File: src/rtl/cpu_step_ctrl.sv
// cpu_step_ctrl: clock sequencer for the CPU core.
// Turns a raw step pushbutton into exactly one single-cycle CPU enable per
// press (2-flop synchronizer plus press/release debounce). A free-run mode
// issues an enable every RUN_DIV cycles while run_sw is high.
// Optional feature macro: CPU_STEP_BREAKPOINT_EN. When defined, free-run
// halts in BREAK before issuing an enable at pc == bp_addr. The first enable
// after entering RUN skips the compare, so resuming steps past the breakpoint.
// When the macro is undefined, pc and bp_addr are unused and halted is 0.
module cpu_step_ctrl #(
  parameter int PC_W            = 10,
  parameter int DEBOUNCE_CYCLES = 16,
  parameter int RUN_DIV         = 4
) (
  input  logic            clk,
  input  logic            rst,
  input  logic            btn_step,
  input  logic            run_sw,
  input  logic [PC_W-1:0] pc,
  input  logic [PC_W-1:0] bp_addr,
  output logic            cpu_en,
  output logic [15:0]     step_count,
  output logic            halted,
  output logic [2:0]      state
);

  typedef enum logic [2:0] {
    IDLE         = 3'd0,
    DEBOUNCE     = 3'd1,
    STEP         = 3'd2,
    WAIT_RELEASE = 3'd3,
    RUN          = 3'd4,
    BREAK        = 3'd5
  } state_t;

  localparam int CNT_W = (DEBOUNCE_CYCLES > 1) ? $clog2(DEBOUNCE_CYCLES) : 1;
  localparam int DIV_W = (RUN_DIV > 1) ? $clog2(RUN_DIV) : 1;
  localparam logic [CNT_W-1:0] CNT_LAST = CNT_W'(DEBOUNCE_CYCLES - 1);
  localparam logic [DIV_W-1:0] DIV_LAST = DIV_W'(RUN_DIV - 1);

  state_t           fsm_state;
  state_t           fsm_next;
  logic             btn_meta;
  logic             btn_s;
  logic [CNT_W-1:0] cnt;
  logic [CNT_W-1:0] cnt_next;
  logic [DIV_W-1:0] div;
  logic [DIV_W-1:0] div_next;
  logic             resume;
  logic             resume_next;
  logic             bp_hit;

`ifdef CPU_STEP_BREAKPOINT_EN
  // The first enable after entering RUN never matches, so a resume advances.
  assign bp_hit = !resume && (pc == bp_addr);
`else
  logic unused_bp_inputs;
  assign unused_bp_inputs = ^{pc, bp_addr};
  assign bp_hit = 1'b0;
`endif

  assign state = fsm_state;

  // Two-flop synchronizer bringing the asynchronous pushbutton into clk.
  always_ff @(posedge clk) begin
    if (rst) begin
      btn_meta <= 1'b0;
      btn_s    <= 1'b0;
    end else begin
      btn_meta <= btn_step;
      btn_s    <= btn_meta;
    end
  end

  // Next-state, counter/divider updates and output decode. Besides the
  // registered state and divider, only the run_sw level and the breakpoint
  // match gate the free-run enable, so a dropped switch never leaks a pulse.
  always_comb begin
    fsm_next    = fsm_state;
    cnt_next    = cnt;
    div_next    = div;
    resume_next = resume;
    cpu_en      = 1'b0;
    halted      = 1'b0;
    case (fsm_state)
      IDLE: begin
        if (run_sw) begin
          fsm_next    = RUN;
          div_next    = '0;
          resume_next = 1'b1;
        end else if (btn_s) begin
          fsm_next = DEBOUNCE;
          cnt_next = '0;
        end
      end
      DEBOUNCE: begin
        if (!btn_s) begin
          fsm_next = IDLE;
        end else if (cnt == CNT_LAST) begin
          fsm_next = STEP;
        end else begin
          cnt_next = cnt + CNT_W'(1);
        end
      end
      STEP: begin
        cpu_en   = 1'b1;
        fsm_next = WAIT_RELEASE;
        cnt_next = '0;
      end
      WAIT_RELEASE: begin
        if (btn_s) begin
          cnt_next = '0;
        end else if (cnt == CNT_LAST) begin
          fsm_next = IDLE;
        end else begin
          cnt_next = cnt + CNT_W'(1);
        end
      end
      RUN: begin
        if (!run_sw) begin
          fsm_next = IDLE;
        end else begin
          div_next = (div == DIV_LAST) ? '0 : div + DIV_W'(1);
          if (div == DIV_LAST) begin
            if (bp_hit) begin
              fsm_next = BREAK;
            end else begin
              cpu_en      = 1'b1;
              resume_next = 1'b0;
            end
          end
        end
      end
      BREAK: begin
`ifdef CPU_STEP_BREAKPOINT_EN
        halted = 1'b1;
`endif
        if (!run_sw) begin
          fsm_next = IDLE;
        end
      end
      default: begin
        fsm_next = IDLE;
      end
    endcase
  end

  // State, debounce counter, divider, resume flag and pulse counter.
  always_ff @(posedge clk) begin
    if (rst) begin
      fsm_state  <= IDLE;
      cnt        <= '0;
      div        <= '0;
      resume     <= 1'b0;
      step_count <= 16'd0;
    end else begin
      fsm_state  <= fsm_next;
      cnt        <= cnt_next;
      div        <= div_next;
      resume     <= resume_next;
      step_count <= step_count + {15'd0, cpu_en};
    end
  end

endmodule

File: config.mk
export PLATFORM = sky130hd
export DESIGN_NAME = cpu_step_ctrl
export DESIGN_NICKNAME = d
export VERILOG_FILES = /design/src/rtl/cpu_step_ctrl.sv
export SDC_FILE = /design/constraint.sdc
export NUM_CORES = 1
export LEC_CHECK = 0
export ABC_AREA = 0
export BUFFER_PORTS_ARGS = -buffer_cell sky130_fd_sc_hd__buf_4
export CORE_MARGIN = 5
export CORE_UTILIZATION = 50
export CTS_CLUSTER_SIZE = 14
export DETAILED_ROUTE_END_ITERATION = 12
export GPL_TIMING_DRIVEN = 0
export PLACE_DENSITY_LB_ADDON = 0.05
export REMOVE_ABC_BUFFERS = 1
export SYNTH_ARGS = -nofsm -noshare
export SYNTH_HDL_FRONTEND = slang
export SYNTH_SLANG_ARGS = --single-unit
export TNS_END_PERCENT = 100
File: constraint.sdc
create_clock -name clk -period 6.7 [get_ports clk]
set_clock_uncertainty 0.15 [all_clocks]
set_input_delay 0.335 -clock clk [delete_from_list [all_inputs] [get_ports clk]]
set_output_delay 0.335 -clock clk [all_outputs]
set_load 0.03 [all_outputs]
==> qor.yml, run 1 <==
status: "complete, no violations"
io_pins: 45
cts_resized: 0
ir_drop_uv: 159
pre_cts_slack_ns: 4.07
leakage_nw: 0.622
use_met2_pct: 21.9
final_max_slew_viol_count: 0
min_path_type: "in2reg"
first_global_vias: 939
reg2regPathDepth: 9
busiest_layer: "met2"
drive_above_1_share_pct: 18.4
async_flop_share_pct: 0
avgSynthCellArea_sq_um: 8.77
setup_violations: 0
htree_levels: 1
final_nets: 192
final_common_cell: "dfxtp_1"
cts_root_buf: "clkbuf_4"
grt_overflow_total: 0
synth-edff-count: 0
cp_max_fo: 11
clock_latency_ns: 0.33
min_period_ns: 2.68
timing.fmax_mhz: 373
wire_per_inst_um: 12.7
cts_hold_buf: 0
critical_path.endpoint_type: "flip-flop"
path_class: "reg2reg"
gp_congestion: 0.779
area_delta_synth_final_pct: 14.9
post-route-drc-count: 0
synth_area_sq_um: 1260
cts_sinks: 27
vias: 1066
fin_area_sq_um: 1450
initialDrtViolationCount: 33
setup-tns-final_ns: 0
antennaDiodeCount: 0
grt_pass1_wl_um: 4200
initial_core_util_pct: 51.4
grt_max_degree: 25
reg2reg_slack_ns: 4.02
cts_buffers: 3
port_buffers: 23
worst_slew_pin_slew_ns: 0.550
whs_path_depth: 2
antenna_found_initial: 0
grt_use_total_pct: 14.8
most-common-layout-cells: "dfxtp_1 (27), buf_4 (23), nor2_1 (16)"
hold_viol: 0
rsz0062_at_grt: "no"
die_w_um: 60.3
worst_ep_required_time_ns: 6.82
post_dp_cell_area_sq_um: 1420
grtUsageMet1_pct: 21.0
drtPass1Iterations: 5
ys.flop_type: "dfxtp_1"
hold_ws_ns: 0.0542
dp_hpwl_um: 1730
relSlewSlack_pct: 63.0
critPathLaunchType: "flip-flop"
grt.met3_usage_pct: 3.24
ys_seq_area_share_pct: 42.8
worst_slack_ns: 4.02
fp.dieH_um: 60.3
ys_types: 35
cts_setup_buffers: 0
synth_seq_cells: 27
routed_wl_um: 2440
min_to: "btn_meta"
finalCritPeriodShare_pct: 40.0
power_mw: 0.251
cp_data_arrival_time_ns: 2.80
coreArea_sq_um: 2450
max-clock-path-buffers: 2
synth.yosys.warnings: 0
synthCells: 144
dieArea_sq_um: 3630
cts_tree: "yes"
std_cell_rows: 18
vias_per_cell: 5.52
r2r-start: "state[2]"
power.density_nw_per_um2: 173
cts.clk_slew.worst_paths_ns: 0.15
ant_nets: 0
maxCapViolCount: 0
hp-start: "btn_step"
timing.rr.end: "step_count[13]"
## stage by stage
| step | utilization, % | cells |
|---|---|---|
| final | 59.1 | 193 |
| after global placement | 57.8 | 189 |
| after CTS | 59.1 | 193 |
| after floorplan | - | 136 |
| after detailed placement | 57.8 | 189 |
| after global routing | 59.1 | 193 |
## final cells by class
cell class              instances  area, sq um
flip-flops and latches         27          541
clock buffers                   3         22.5
repair buffers                 23          173
clock inverters                 1         7.51
fillers                       243         1000
multi-input cells             107          662
well taps                      30         37.5
inverters                       2         7.51
## where the power goes
part	total, mW	switching [mW]	internal (mW)
Clock	0.0729	0.0501	0.0228
Sequential	0.165	0.00238	0.162
Combinational	0.0135	0.00865	0.00486
## flip-flops by register name, summed over array words and instances (netlist names)
name / cells
step_count: 16
cnt: 4
state: 3
div: 2
btn_meta: 1
btn_s: 1
## per-layer routing
layer	part of all wire (%)	wire [um]
met3	4.1	101
met5	0	0
met2	44	1080
met1	50	1230
met4	1.0	25
## worst max-delay path, cell delays in order (launching register included)
cell	delay, ns
dfxtp_1	0.55
inv_1	0.17
nor2_1	0.21
nand3_1	0.11
a21oi_1	0.20
ha_1	0.20
and2_1	0.30
nand4_1	0.14
or3_2	0.42
a21oi_1	0.15
## worst max path at each step
stage               depth (start not counted)  slack [ns]             end  startpoint
floorplan                                   9        3.73  step_count[13]    state[2]
finish                                      9        4.02  step_count[13]    state[2]
global route                                9        3.75  step_count[13]    state[2]
CTS                                         9        4.02  step_count[13]    state[2]
global placement                            9        4.13  step_count[13]    state[2]
detailed placement                          9        4.07  step_count[13]    state[2]
## kinds of logic (layout without fill, tap and decap cells)
group | Yosys count | in the layout | synth area share (%)
flip-flops | 27 | 27 | 42.8
other | 1 | 1 | 0.297
buffers and inverters | 10 | 29 | 4.76
AO/OA/AOI/OAI | 24 | 24 | 11.2
AND/OR/NAND/NOR | 65 | 65 | 27.9
multiplexers | 1 | 1 | 0.793
adder cells (fa/ha/maj) | 4 | 4 | 3.96
XOR/XNOR | 12 | 12 | 8.33
## cell usage after synthesis, drive strengths merged, types with 3 or more instances
| master | instances | area [sq um] |
|---|---|---|
| a21oi | 10 | 50.1 |
| a31oi | 3 | 18.8 |
| and2 | 3 | 18.8 |
| and3 | 3 | 18.8 |
| and4 | 3 | 26.3 |
| buf | 4 | 37.5 |
| clkbuf | 4 | 15.0 |
| dfxtp | 27 | 541 |
| ha | 4 | 50.1 |
| nand2 | 9 | 41.3 |
| nand3 | 7 | 35.0 |
| nand4 | 8 | 50.1 |
| nor2 | 16 | 60.1 |
| nor2b | 5 | 31.3 |
| nor3 | 3 | 15.0 |
| o21ai | 5 | 25.0 |
| xor2 | 11 | 96.3 |
Power figures use the tool's default switching activity.
==> inputs of run 2 (changes only) <==
--- a/config.mk
+++ b/config.mk
@@ -5,10 +5,10 @@
 export SDC_FILE = /design/constraint.sdc
 export NUM_CORES = 1
 export LEC_CHECK = 0
-export ABC_AREA = 0
+export ABC_AREA = 1
 export BUFFER_PORTS_ARGS = -buffer_cell sky130_fd_sc_hd__buf_4
 export CORE_MARGIN = 5
-export CORE_UTILIZATION = 50
+export CORE_UTILIZATION = 45
 export CTS_CLUSTER_SIZE = 14
 export DETAILED_ROUTE_END_ITERATION = 12
 export GPL_TIMING_DRIVEN = 0
==> constraint.sdc (replaced) <==
create_clock -name clk -period 2.3 [get_ports clk]
set_clock_uncertainty 0.15 [all_clocks]
set_input_delay 0.115 -clock clk [delete_from_list [all_inputs] [get_ports clk]]
set_output_delay 0.115 -clock clk [all_outputs]
set_load 0.03 [all_outputs]
==> run 2 against run 1 <==
  * Die area rose by 18%
  * Register-to-register slack got worse by 3.8 ns
  * Sequential power rose to 3.5 times the previous value
  * Area after synthesis rose by 10%
  * Flip-flop and latch count did not move
  * Count of clock-buffer cells in the layout did not move
  * Via count rose by 29%
  * First-iteration DRC count rose to 3.3 times the previous value
  * Critical endpoint is now step_count[14]
==> qor.yml, run 2 <==
status: "complete, no violations"
reg2regPathDepth: 10
ys_seq_area_share_pct: 38.9
grtUsageMet1_pct: 20.1
cts.clk_slew.worst_paths_ns: 0.15
leakage_nw: 0.747
io_pins: 45
reg2reg_slack_ns: 0.20
final_common_cell: "nand2_1"
std_cell_rows: 20
cp_data_arrival_time_ns: 2.22
hp-start: "run_sw"
die_w_um: 65.6
path_cells: "nand2_1, o21bai_2, ha_1, ha_1, nand2_1, nor2_2, nand2_1, inv_1, nand4_1, a21oi_1"
fp.dieH_um: 65.6
dp_hpwl_um: 2180
grt.met3_usage_pct: 2.22
yosysTopAreaCellShare_pct: 38.9
final_max_slew_viol_count: 0
yosysMostFrequentCell: "nand2_1"
postLayoutCoreUtil_pct: 56.5
whs_path_depth: 7
area_delta_synth_final_pct: 22.1
hold_viol: 0
ir_drop_uv: 361
critical_path.endpoint_type: "flip-flop"
grt_use_total_pct: 15.9
async_flop_share_pct: 0
grt_max_degree: 17
cts_tree: "yes"
max-clock-path-buffers: 2
cts_root_buf: "clkbuf_4"
worst_ep_required_time_ns: 2.43
antennaDiodeCount: 0
setup-tns-final_ns: 0
timing.fmax_mhz: 477
ys.flop_type: "dfxtp_1"
initialDrtViolationCount: 109
timing.rr.end: "step_count[14]"
vias: 1376
cpPeakStageDelay_ns: 0.49
cts_buffers: 3
ys_types: 24
final_nets: 270
most-common-layout-cells: "nand2_1 (43), nor2_1 (40), inv_1 (26), buf_4 (26), dfxtp_1 (25)"
port_buffers: 23
cts_sinks: 27
antenna_found_initial: 0
grt_pass1_wl_um: 5490
seqCellArea_sq_um: 546
r2r-start: "state[2]"
routed_wl_um: 3010
busiest_layer: "met2"
dieArea_sq_um: 4300
ant_nets: 0
wire_per_inst_um: 11.0
synthTopCellsByCount: "nand2_1 (43), nor2_1 (42), dfxtp_1 (27)"
drive_above_1_share_pct: 17.8
first_global_vias: 1284
crit_top_cell: "nand2_1"
clock_latency_ns: 0.34
setup_violations: 0
critPathLaunchType: "flip-flop"
cp_max_fo: 6
power.density_nw_per_um2: 684
vias_per_cell: 5.02
synth-edff-count: 0
drtPass1Iterations: 4
grt_overflow_total: 0
avgSynthCellArea_sq_um: 6.59
htree_levels: 1
synth_area_leaders: "dfxtp_1 (39%), nand2_1 (12%), nor2_1 (11%)"
multi_input_area_sq_um: 727
gp_congestion: 0.847
min_path_type: "in2reg"
fill_cells: 293
initial_core_util_pct: 46.3
post_dp_cell_area_sq_um: 1580
min_to: "state[1]"
min_period_ns: 2.10
post-route-drc-count: 0
fin_area_sq_um: 1700
synth_area_sq_um: 1390
use_met2_pct: 27.3
largest_register_ffs: 16
cp_slowest_cell: "dfxtp_1"
synthCells: 211
synth.yosys.warnings: 0
synth_seq_cells: 27
power_mw: 1.16
finalCritPeriodShare_pct: 91.1
coreArea_sq_um: 3000
top_register: "step_count"
maxCapViolCount: 0
yosysTopAreaCell: "dfxtp_1"
path_class: "reg2reg"
hold_ws_ns: 0.174
==> run 2: final cells by class <==
class	count	share of cell area [%]
Sequential cell	27	32.1
Clock inverter	1	0.442
Tap cell	33	2.43
Inverter	29	6.41
Multi-Input combinational cell	150	42.8
Timing Repair Buffer	31	14.4
Clock buffer	3	1.33
==> run 2: repair_timing <==
action | CTS | global route
pin swaps | 0 | 1
hold endpoints to repair | 13 | 0
setup buffers | 0 | 3
gates resized for setup | 2 | 5
endpoints found under the setup margin | 4 | 8
hold buffers | 5 | 0
==> run 2: report_power, final <==
group          total, mW  switching [mW]  internal [mW]
clock network      0.216           0.149         0.0667
logic              0.371           0.228          0.143
registers          0.575          0.0583          0.517
==> run 2: logic make-up (layout without fill, tap and decap cells) <==
group	after synthesis	count (layout)	synth area share, %
xor+xnor	1	1	0.630
other cells	1	1	0.270
flops	27	27	38.9
fa+ha+maj	4	4	3.60
simple gates	115	115	34.8
buf+inv	34	64	9.81
compound gates	29	29	12.0
==> run 2: worst max path at each step <==
| stage | from | to | slack (ns) | cells after the start |
|---|---|---|---|---|
| final | state[2] | step_count[14] | 0.20 | 10 |
| after global placement | state[1] | step_count[10] | -0.08 | 12 |
| after floorplan | state[1] | step_count[10] | -0.30 | 12 |
| after CTS | state[0] | step_count[14] | 0.007 | 10 |
| after global routing | state[1] | step_count[14] | -0.006 | 11 |
| after detailed placement | state[1] | step_count[10] | -0.12 | 12 |
==> run 2: layer usage <==
metal,part of all wire [%],wire length [um],vias up
met3,4.2,125,5
li1,-,-,731
met4,1.4,43,0
met1,46,1400,614
met5,0,0,-
met2,48,1440,26
==> run 2: worst max-delay path, delay by kind of cell (launching register included) <==
kind                       cells  cell delay, ns
AOI/OAI and AO/OA              2            0.33
adders and majority gates      2            0.38
buffers and inverters          1            0.10
DFF                            1            0.49
and+or+nand+nor                5            0.58
==> run 2: metrics by stage <==
step | instances | setup slack [ns]
floorplan | 206 | -0.297
global placement | 262 | -0.0784
detailed placement | 262 | -0.115
CTS | 271 | 0.00686
global route | 274 | -0.00643
finish | 274 | 0.205
